==> src/rtl/branch_pred_unit.sv <==
// Branch prediction unit: 2-bit saturating-counter BHT indexed by microcode PC,
// branch condition resolver for JMP/JZ/JNE/JC, and saturating hit/miss statistics.
module branch_pred_unit #(
    parameter int DATA_W = 16,
    parameter int PC_W   = 8,
    parameter int IDX_W  = 4,
    parameter int CNT_W  = 16
) (
    input  logic              clk,
    input  logic              rst_n,
    input  logic              pred_req,
    input  logic [PC_W-1:0]   pred_pc,
    output logic              pred_valid,
    output logic              pred_taken,
    input  logic              res_valid,
    input  logic [PC_W-1:0]   res_pc,
    input  logic [1:0]        res_type,
    input  logic              res_pred_taken,
    input  logic [DATA_W-1:0] W,
    input  logic              CY,
    output logic              checked,
    output logic              correct_pred,
    output logic              incorrect_pred,
    output logic              actual_taken,
    input  logic              stat_clr,
    output logic [CNT_W-1:0]  stat_total,
    output logic [CNT_W-1:0]  stat_miss
);

    localparam int DEPTH = 1 << IDX_W;

    logic [1:0]       r_bht [DEPTH];
    logic [IDX_W-1:0] w_pred_idx;
    logic [IDX_W-1:0] w_res_idx;
    logic             w_actual;
    logic             w_mispred;
    logic             w_bht_upd;
    logic [1:0]       w_cur_cnt;
    logic [1:0]       w_nxt_cnt;

    assign w_pred_idx = pred_pc[IDX_W-1:0];
    assign w_res_idx  = res_pc[IDX_W-1:0];
    assign w_cur_cnt  = r_bht[w_res_idx];

    always_comb begin
        w_actual = 1'b0;
        case (res_type)
            2'b00:   w_actual = 1'b1;
            2'b01:   w_actual = (W == {DATA_W{1'b0}});
            2'b10:   w_actual = ~W[DATA_W-1];
            default: w_actual = CY;
        endcase
    end

    assign w_mispred = (w_actual != res_pred_taken);
    // Unconditional jumps carry no direction information, so they never train.
    assign w_bht_upd = res_valid && (res_type != 2'b00);

    always_comb begin
        w_nxt_cnt = w_cur_cnt;
        if (w_actual && (w_cur_cnt != 2'b11))
            w_nxt_cnt = w_cur_cnt + 2'b01;
        else if (!w_actual && (w_cur_cnt != 2'b00))
            w_nxt_cnt = w_cur_cnt - 2'b01;
    end

    // Prediction reads the pre-update counter; a same-cycle update lands next cycle.
    always_ff @(posedge clk or negedge rst_n) begin
        if (!rst_n) begin
            for (int i = 0; i < DEPTH; i++)
                r_bht[i] <= 2'b01;
            pred_valid <= 1'b0;
            pred_taken <= 1'b0;
        end else begin
            pred_valid <= pred_req;
            pred_taken <= pred_req ? r_bht[w_pred_idx][1] : 1'b0;
            if (w_bht_upd)
                r_bht[w_res_idx] <= w_nxt_cnt;
        end
    end

    always_ff @(posedge clk or negedge rst_n) begin
        if (!rst_n) begin
            checked        <= 1'b0;
            correct_pred   <= 1'b0;
            incorrect_pred <= 1'b0;
            actual_taken   <= 1'b0;
        end else begin
            checked        <= res_valid;
            correct_pred   <= res_valid && !w_mispred;
            incorrect_pred <= res_valid && w_mispred;
            actual_taken   <= res_valid && w_actual;
        end
    end

    always_ff @(posedge clk or negedge rst_n) begin
        if (!rst_n) begin
            stat_total <= '0;
            stat_miss  <= '0;
        end else if (stat_clr) begin
            stat_total <= '0;
            stat_miss  <= '0;
        end else if (res_valid) begin
            if (stat_total != {CNT_W{1'b1}})
                stat_total <= stat_total + 1'b1;
            if (w_mispred && (stat_miss != {CNT_W{1'b1}}))
                stat_miss <= stat_miss + 1'b1;
        end
    end

endmodule

==> config.mk <==
export PLATFORM = sky130hd
export DESIGN_NAME = branch_pred_unit
export DESIGN_NICKNAME = d
export VERILOG_FILES = /design/src/rtl/branch_pred_unit.sv
export SDC_FILE = /design/constraint.sdc
export NUM_CORES = 1
export LEC_CHECK = 0
export ABC_AREA = 1
export CAP_MARGIN = 25
export CORE_MARGIN = 2
export CORE_UTILIZATION = 53
export DETAILED_ROUTE_END_ITERATION = 7
export GPL_ROUTABILITY_DRIVEN = 0
export GPL_TIMING_DRIVEN = 0
export PLACE_DENSITY = 0.81
export SLEW_MARGIN = 20
export SYNTH_ARGS = -nofsm -noshare
export SYNTH_HDL_FRONTEND = slang
export SYNTH_SLANG_ARGS = --single-unit
==> constraint.sdc <==
create_clock -name clk -period 2.2 [get_ports clk]
set_clock_uncertainty 0.05 [all_clocks]
set_input_delay 0.44 -clock clk [delete_from_list [all_inputs] [get_ports clk]]
set_output_delay 0.44 -clock clk [all_outputs]
set_load 0.01 [all_outputs]
==> results.ini, run 1 <==
[hold_path]
hold_path_class=input pin to register
hold_start=stat_clr

[finish]
final_util_pct=72.1
fill_cells=595
diodes=0
drive_gt1_share_pct=16.5
final_nets=753
area_delta_synth_final_pct=31.5

[clock_tree]
numCtsBuffers=9
htree_levels=3
clock_sinks=70
clockRootBuffer=clkbuf_8
clk_path_buf_depth=2
clk_pin_slew_worst_paths_ps=80
cts_tree=done
clk_latency_ps=370

[critical_path]
worst-setup-path-type=input pin to register
r2r-start=r_bht[9]$_DFFE_PN0P_
cp.arrival_ps=2440
path_max_fanout=7
cp-end-kind=register
crit_path_start_kind=input pin
worstPathRequired_ps=2450
cp-startpoint=res_pc[1]

[synthesis]
synthCells=605
synth-warning-count=0
avgSynthCellArea_sq_um=7.04
synth_top_area_cell=dfrtp_1
yosysSeqAreaShare_pct=41.6
synthTopCellsByArea=dfrtp_1, nand2_1, dfstp_2
synth_top_area_share_pct=31.7
ys_ff_latch=70
synth_area_sq_um=4260
synth_nets=650
synth_cell_types=34

[floorplanning]
core_area_sq_um=7770
rows=32
io_pins=79
chipWidth_um=93.7
die-area_sq_um=8770
die_h_um=93.7
start_util_pct=54.8

[power_and_ir_drop]
leakagePower_nw=2.58
max-vdd-ir-drop_mv=0.431
p_per_area_nw_per_um2=690

[sta]
finalCriticalPeriod_ps=2190
fmax_mhz=456
finalCritPeriodShare_pct=99.6
setup_viol=0
tightest_slew_ps=508
hold_violations=0
slew_viol_final=0
hold_ws_ps=408
grt_setup_unrepaired=yes
slew-limit-headroom_pct=65.8

[global_route]
grt_pass1_vias=4099
antenna_found_initial=0
overflow=0
grt_pass1_wl_mm=18.5
grt_max_degree=57
gr-usage-all-layers_pct=26.5

[routing]
ant_nets=0
vias=4371
routed_wl_mm=11.6
first_pass_iters=6
viasPerCell=5.36
wl_per_cell_um=14.3
drt_iter0_drc=256
drt_drc_violations_left=0

[placed_design]
io_buffers=69
place_hpwl_mm=8.00

[job]
max-cap-violations=0

[run_status]
outcome=finished, final reports clean

-- registers in the layout, indices dropped and copies added, names as in the netlist --
register and count:
pred_taken 1, pred_valid 1, checked 1, r_bht 32, incorrect_pred 1, correct_pred 1, stat_miss 16, stat_total 16
actual_taken 1
-- report_power, final --
part | total [W] | switching, W | leakage (nW) | internal, W
registers | 0.00171 | 0.000163 | 0.901 | 0.00155
clock network | 0.00108 | 0.000552 | 0.0996 | 0.000527
logic | 0.00108 | 0.000579 | 1.58 | 0.000497
-- layout by cell type, fill, tap and decap left out, types with 17 or more instances in the layout --
cell	instances
nand3_1	41
dfrtp_1	53
nor2_1	70
nand4_1	17
nand2_2	22
clkdlybuf4s50_1	64
inv_1	54
buf_4	18
nand2_1	216
-- timing repair --
action / 4_1_cts / 5_1_grt
resized for setup: 14 / 37
setup endpoints to repair: 32 / 44
cloned: 1 / 2
buffers inserted: 4 / 14
hold buffers: 1 / 0
hold endpoints to repair: 10 / 0
pin swaps: 5 / 25
-- through the flow --
stage | cell area [sq um] | cells | power, W | TNS [ps] | setup slack [ps]
CTS | 5390 | 799 | 0.00367 | 0 | 0.389
global placement | 5080 | 776 | 0.00248 | -127840 | -1710
finish | 5600 | 815 | 0.00387 | 0 | 9.06
detailed placement | 5100 | 777 | 0.00253 | -23290 | -796
global route | 5600 | 815 | 0.00405 | -2970 | -129
floorplan | 4260 | 605 | 0.00220 | 0 | 106
-- worst paths after layout --
| path | to | slack, ps | cells past startpoint |
|---|---|---|---|
| worst max-delay path | r_bht[11]$_DFFE_PN0P_ | 9 | 17 |
| worst min-delay path | stat_miss[0]$_DFFE_PN0P_ | 410 | 4 |
| worst max register to register | r_bht[26]$_DFFE_PN1P_ | 30 | 15 |
| worst min register to register | r_bht[14]$_DFFE_PN1P_ | 420 | 2 |
| max in group asynchronous | r_bht[24]$_DFFE_PN1P_ | 1080 | 3 |
| min in group asynchronous | r_bht[7]$_DFFE_PN0P_ | 420 | 2 |
-- final cells by class --
class	instances	area, sq um	area share, %
Buffer	14	109	1.94
Multi-Input combinational cell	460	2250	40.2
Clock buffer	9	124	2.21
Tap cell	102	128	2.28
Timing Repair Buffer	92	915	16.3
Sequential cell	70	1770	31.7
Inverter	61	229	4.09
Clock inverter	7	73.8	1.32
-- critical path, stage by stage --
cell and delay (ps):
clkbuf_4 150, nor2_2 260, nand2_1 120, nand4_1 110, nand2_1 80, nand2_2 110
nor2_4 60, buf_4 130, ha_1 190, inv_1 90, nand2_2 110, nand2_1 110
nand3_2 100, nand2_4 130, buf_12 130, nand2_1 60, nand2_1 80
-- Yosys cell counts, drive strengths merged --
library cell and n:
nor3 12, xor2 16, nand2 241, nor3b 1
o211ai 3, nand4 18, a21oi 6, clkbuf 2
ha 4, o221ai 2, o22ai 1, dfstp 16
buf 12, a21boi 1, nor4 1, xnor2 4
inv 60, nor2 77, clkinv 1, dfrtp 54
o31ai 6, nand3b 2, o21ai 17, nand3 48
-- cells by family (layout without fill, tap and decap cells) --
logic type | after synthesis | after routing | share of synthesized area, %
buf+inv | 75 | 183 | 7.84
simple gates | 400 | 400 | 40.3
flops | 70 | 70 | 41.6
xor+xnor | 20 | 20 | 4.11
fa+ha+maj | 4 | 4 | 1.17
compound gates | 36 | 36 | 5.02
-- per-layer routing --
layer	vias to the layer above	global-route usage, %	part of all wire (%)
met5	-	0	0
met3	39	5.30	6.6
met1	2009	33.5	41
met4	0	11.8	3.3
met2	201	44.1	49
li1	2122	-	-
(Power assumes the default switching activity.)
==> inputs of run 2 (changes only) <==
- CORE_ASPECT_RATIO: unset -> 1.5
- CORE_MARGIN: 2 -> unset
==> results.ini, run 2 (synthesized netlist as in run 1, its figures left out) <==
[routing]
vias=4396  ; +0.57%
routed_wl_mm=12.1  ; +4.2%
met3_length_um=699  ; -8.7%
wl_met1_mm=4.47  ; -6.6%
drt_drc_violations_left=0  ; unchanged
dr.max_layer_used=met4
wl_met2_mm=6.49  ; +14%
wl_per_cell_um=15.0  ; +5.3%
drt_iter0_drc=323  ; +26%
viasPerCell=5.45  ; +1.6%
ant_nets=0  ; unchanged
first_pass_iters=6  ; unchanged

[critical_path]
worstPathRequired_ps=2430  ; -20 ps
regToRegSetupSlack_ps=50  ; +20 ps
cp_top_family=simple AND/OR/NAND/NOR gates
cp.arrival_ps=2390  ; -50 ps
cp_slowest_cell=dlygate4sd2_1
path_cells=dlygate4sd2_1 > inv_1 > nor2_1 > nand2_1 > nand2_2 > nor2_4 > buf_4 > ha_1 > inv_1 > nand2_1 > nand2_1 > nand3_2 > nand2_4 > buf_8 > nand2_2 > nand2_2
cpPeakStageDelay_ps=270  ; about the same
critPathBufInv=5  ; +1
path_max_fanout=5  ; -2
cp-end-kind=register
worst-setup-path-type=input pin to register
crit_path_start_kind=input pin

[global_route]
antenna_found_initial=0  ; unchanged
grt_max_degree=61  ; +7.0%
grt_pass1_wl_mm=19.2  ; +4.2%
overflow=0  ; unchanged
grt_pass1_vias=4260  ; +3.9%
gr-usage-all-layers_pct=30.1  ; +3.6 points

[finish]
reg_top3=r_bht (32), stat_miss (16), stat_total (16)
largest_reg_flops=32  ; unchanged
final_nets=745  ; -1.1%
layout.cells.non_filler=807  ; -0.98%
diodes=0  ; unchanged
final_util_pct=73.3  ; +1.2 points
multi_input_area_sq_um=2250  ; about the same
finalInstanceArea_sq_um=5650  ; +0.89%
final_cell_mix=nand2_1, nor2_1, clkdlybuf4s50_1
seq_area_sq_um=1770  ; unchanged
regMostFlops=r_bht
area_delta_synth_final_pct=32.6
drive_gt1_share_pct=14.6  ; -1.9 points
layout_commonest_cell=nand2_1
fill_cells=603  ; +1.3%

[power_and_ir_drop]
p_per_area_nw_per_um2=759  ; +10%
power.switching_w=0.00131  ; +1.4%
clockPowerShare_pct=36.5  ; +8.6 points
p_comb_share_pct=23.5  ; -4.3 points
p_int_w=0.00298  ; +16%
seqPwrFrac_pct=40.0  ; -4.3 points
sw_frac_of_total_pct=30.6  ; -2.9 points
leakagePower_nw=2.59  ; +0.26%
max-vdd-ir-drop_mv=0.611  ; +42%

[clock_tree]
htree_levels=3  ; unchanged
clockRootBuffer=clkbuf_16
cts_tree=done
clock_sinks=70  ; unchanged
numCtsBuffers=9  ; unchanged
clk_pin_slew_worst_paths_ps=60  ; -20 ps
clk_path_buf_depth=2  ; unchanged
clk_latency_ps=340  ; -30 ps

[floorplanning]
io_pins=79  ; unchanged
chipWidth_um=75.2  ; -20%
die-area_sq_um=8410  ; -4.1%
core_area_sq_um=7710  ; -0.74%
die_h_um=112  ; +19%
start_util_pct=55.3  ; +0.41 points
rows=39  ; +22%

[placed_design]
placed_area_sq_um=5100  ; unchanged
place_inst=777  ; unchanged
pre_cts_ws_ps=-828  ; -32.1 ps
place_hpwl_mm=8.30  ; +3.8%
io_buffers=69  ; unchanged

[sta]
slew_viol_final=0  ; unchanged
grt_setup_unrepaired=yes
hold_violations=0  ; unchanged
finalCritPeriodShare_pct=98.3  ; -1.3 points
fin_ws_ps=37.4  ; +28.3 ps
final.setup.tns_ps=0  ; unchanged
fmax_mhz=462  ; +1.3%
slew-limit-headroom_pct=66.5  ; +0.66 points
tightest_slew_ps=497  ; -11.2 ps
setup_viol=0  ; unchanged
finalCriticalPeriod_ps=2160  ; -28.3 ps

[run_status]
outcome=finished, final reports clean

[hold_path]
hold_path_class=register to register

[job]
max-cap-violations=0  ; unchanged

==> run 2: cell type report <==
cell class	count	area share (%)
Buffer	14	1.93
Clock buffer	11	4.12
Multi-Input combinational cell	460	39.8
Timing Repair Buffer	84	14.9
Inverter	61	4.14
Clock inverter	5	1.48
Tap cell	102	2.26
Sequential cell	70	31.4
==> run 2: final timing paths <==
check / end / startpoint / cells after the start
setup / recovery: r_bht[25]$_DFFE_PN0P_ / res_pc[2] / 16
hold / removal: r_bht[26]$_DFFE_PN1P_ / r_bht[26]$_DFFE_PN1P_ / 2
setup reg to reg: r_bht[25]$_DFFE_PN0P_ / r_bht[2]$_DFFE_PN1P_ / 15
hold reg to reg: r_bht[26]$_DFFE_PN1P_ / r_bht[26]$_DFFE_PN1P_ / 2
max in group asynchronous: r_bht[16]$_DFFE_PN1P_ / rst_n / 3
min in group asynchronous: r_bht[11]$_DFFE_PN0P_ / rst_n / 2
==> run 2: what timing repair did <==
action	in CTS	in global routing
cloned	0	1
endpoints found under the hold margin	6	0
gates resized for setup	15	44
setup endpoints to repair	32	40
hold buffers	1	0
pin swaps	4	17
buffers inserted	4	8
==> run 2: metal layers <==
| layer | vias up | GRT usage [%] |
|---|---|---|
| met2 | 203 | 53.1 |
| met3 | 45 | 5.16 |
| li1 | 2110 | - |
| met1 | 2038 | 32.9 |
| met4 | 0 | 16.7 |
| met5 | - | 0 |
==> run 2: power groups by stage <==
stage	clock (W)	sequential, W	combinational [W]
after floorplan	0	0.00167	0.000529
after global placement	0	0.00173	0.000765
after detailed placement	0	0.00173	0.000809
after CTS	0.00158	0.00171	0.000839
after global routing	0.00164	0.00173	0.00111
final	0.00157	0.00172	0.00101
==> run 2: worst reg2reg max path, stage by stage (launching register included) <==
cell and delay, ps:
dfstp_2 560, nand2_1 70, nand4_1 90, nand2_1 50, nand2_1 120, nor2_4 60, buf_4 130, ha_1 190
inv_1 80, nand2_1 110, nand2_1 120, nand3_2 90, nand2_4 120, buf_8 140, nand2_2 60, nand2_2 70
==> run 2: through the flow <==
stage | power [W] | hold slack, ps
floorplan | 0.00220 | 94.4
global placement | 0.00249 | 406
detailed placement | 0.00254 | 241
CTS | 0.00412 | 420
global route | 0.00448 | 429
finish | 0.00429 | 422
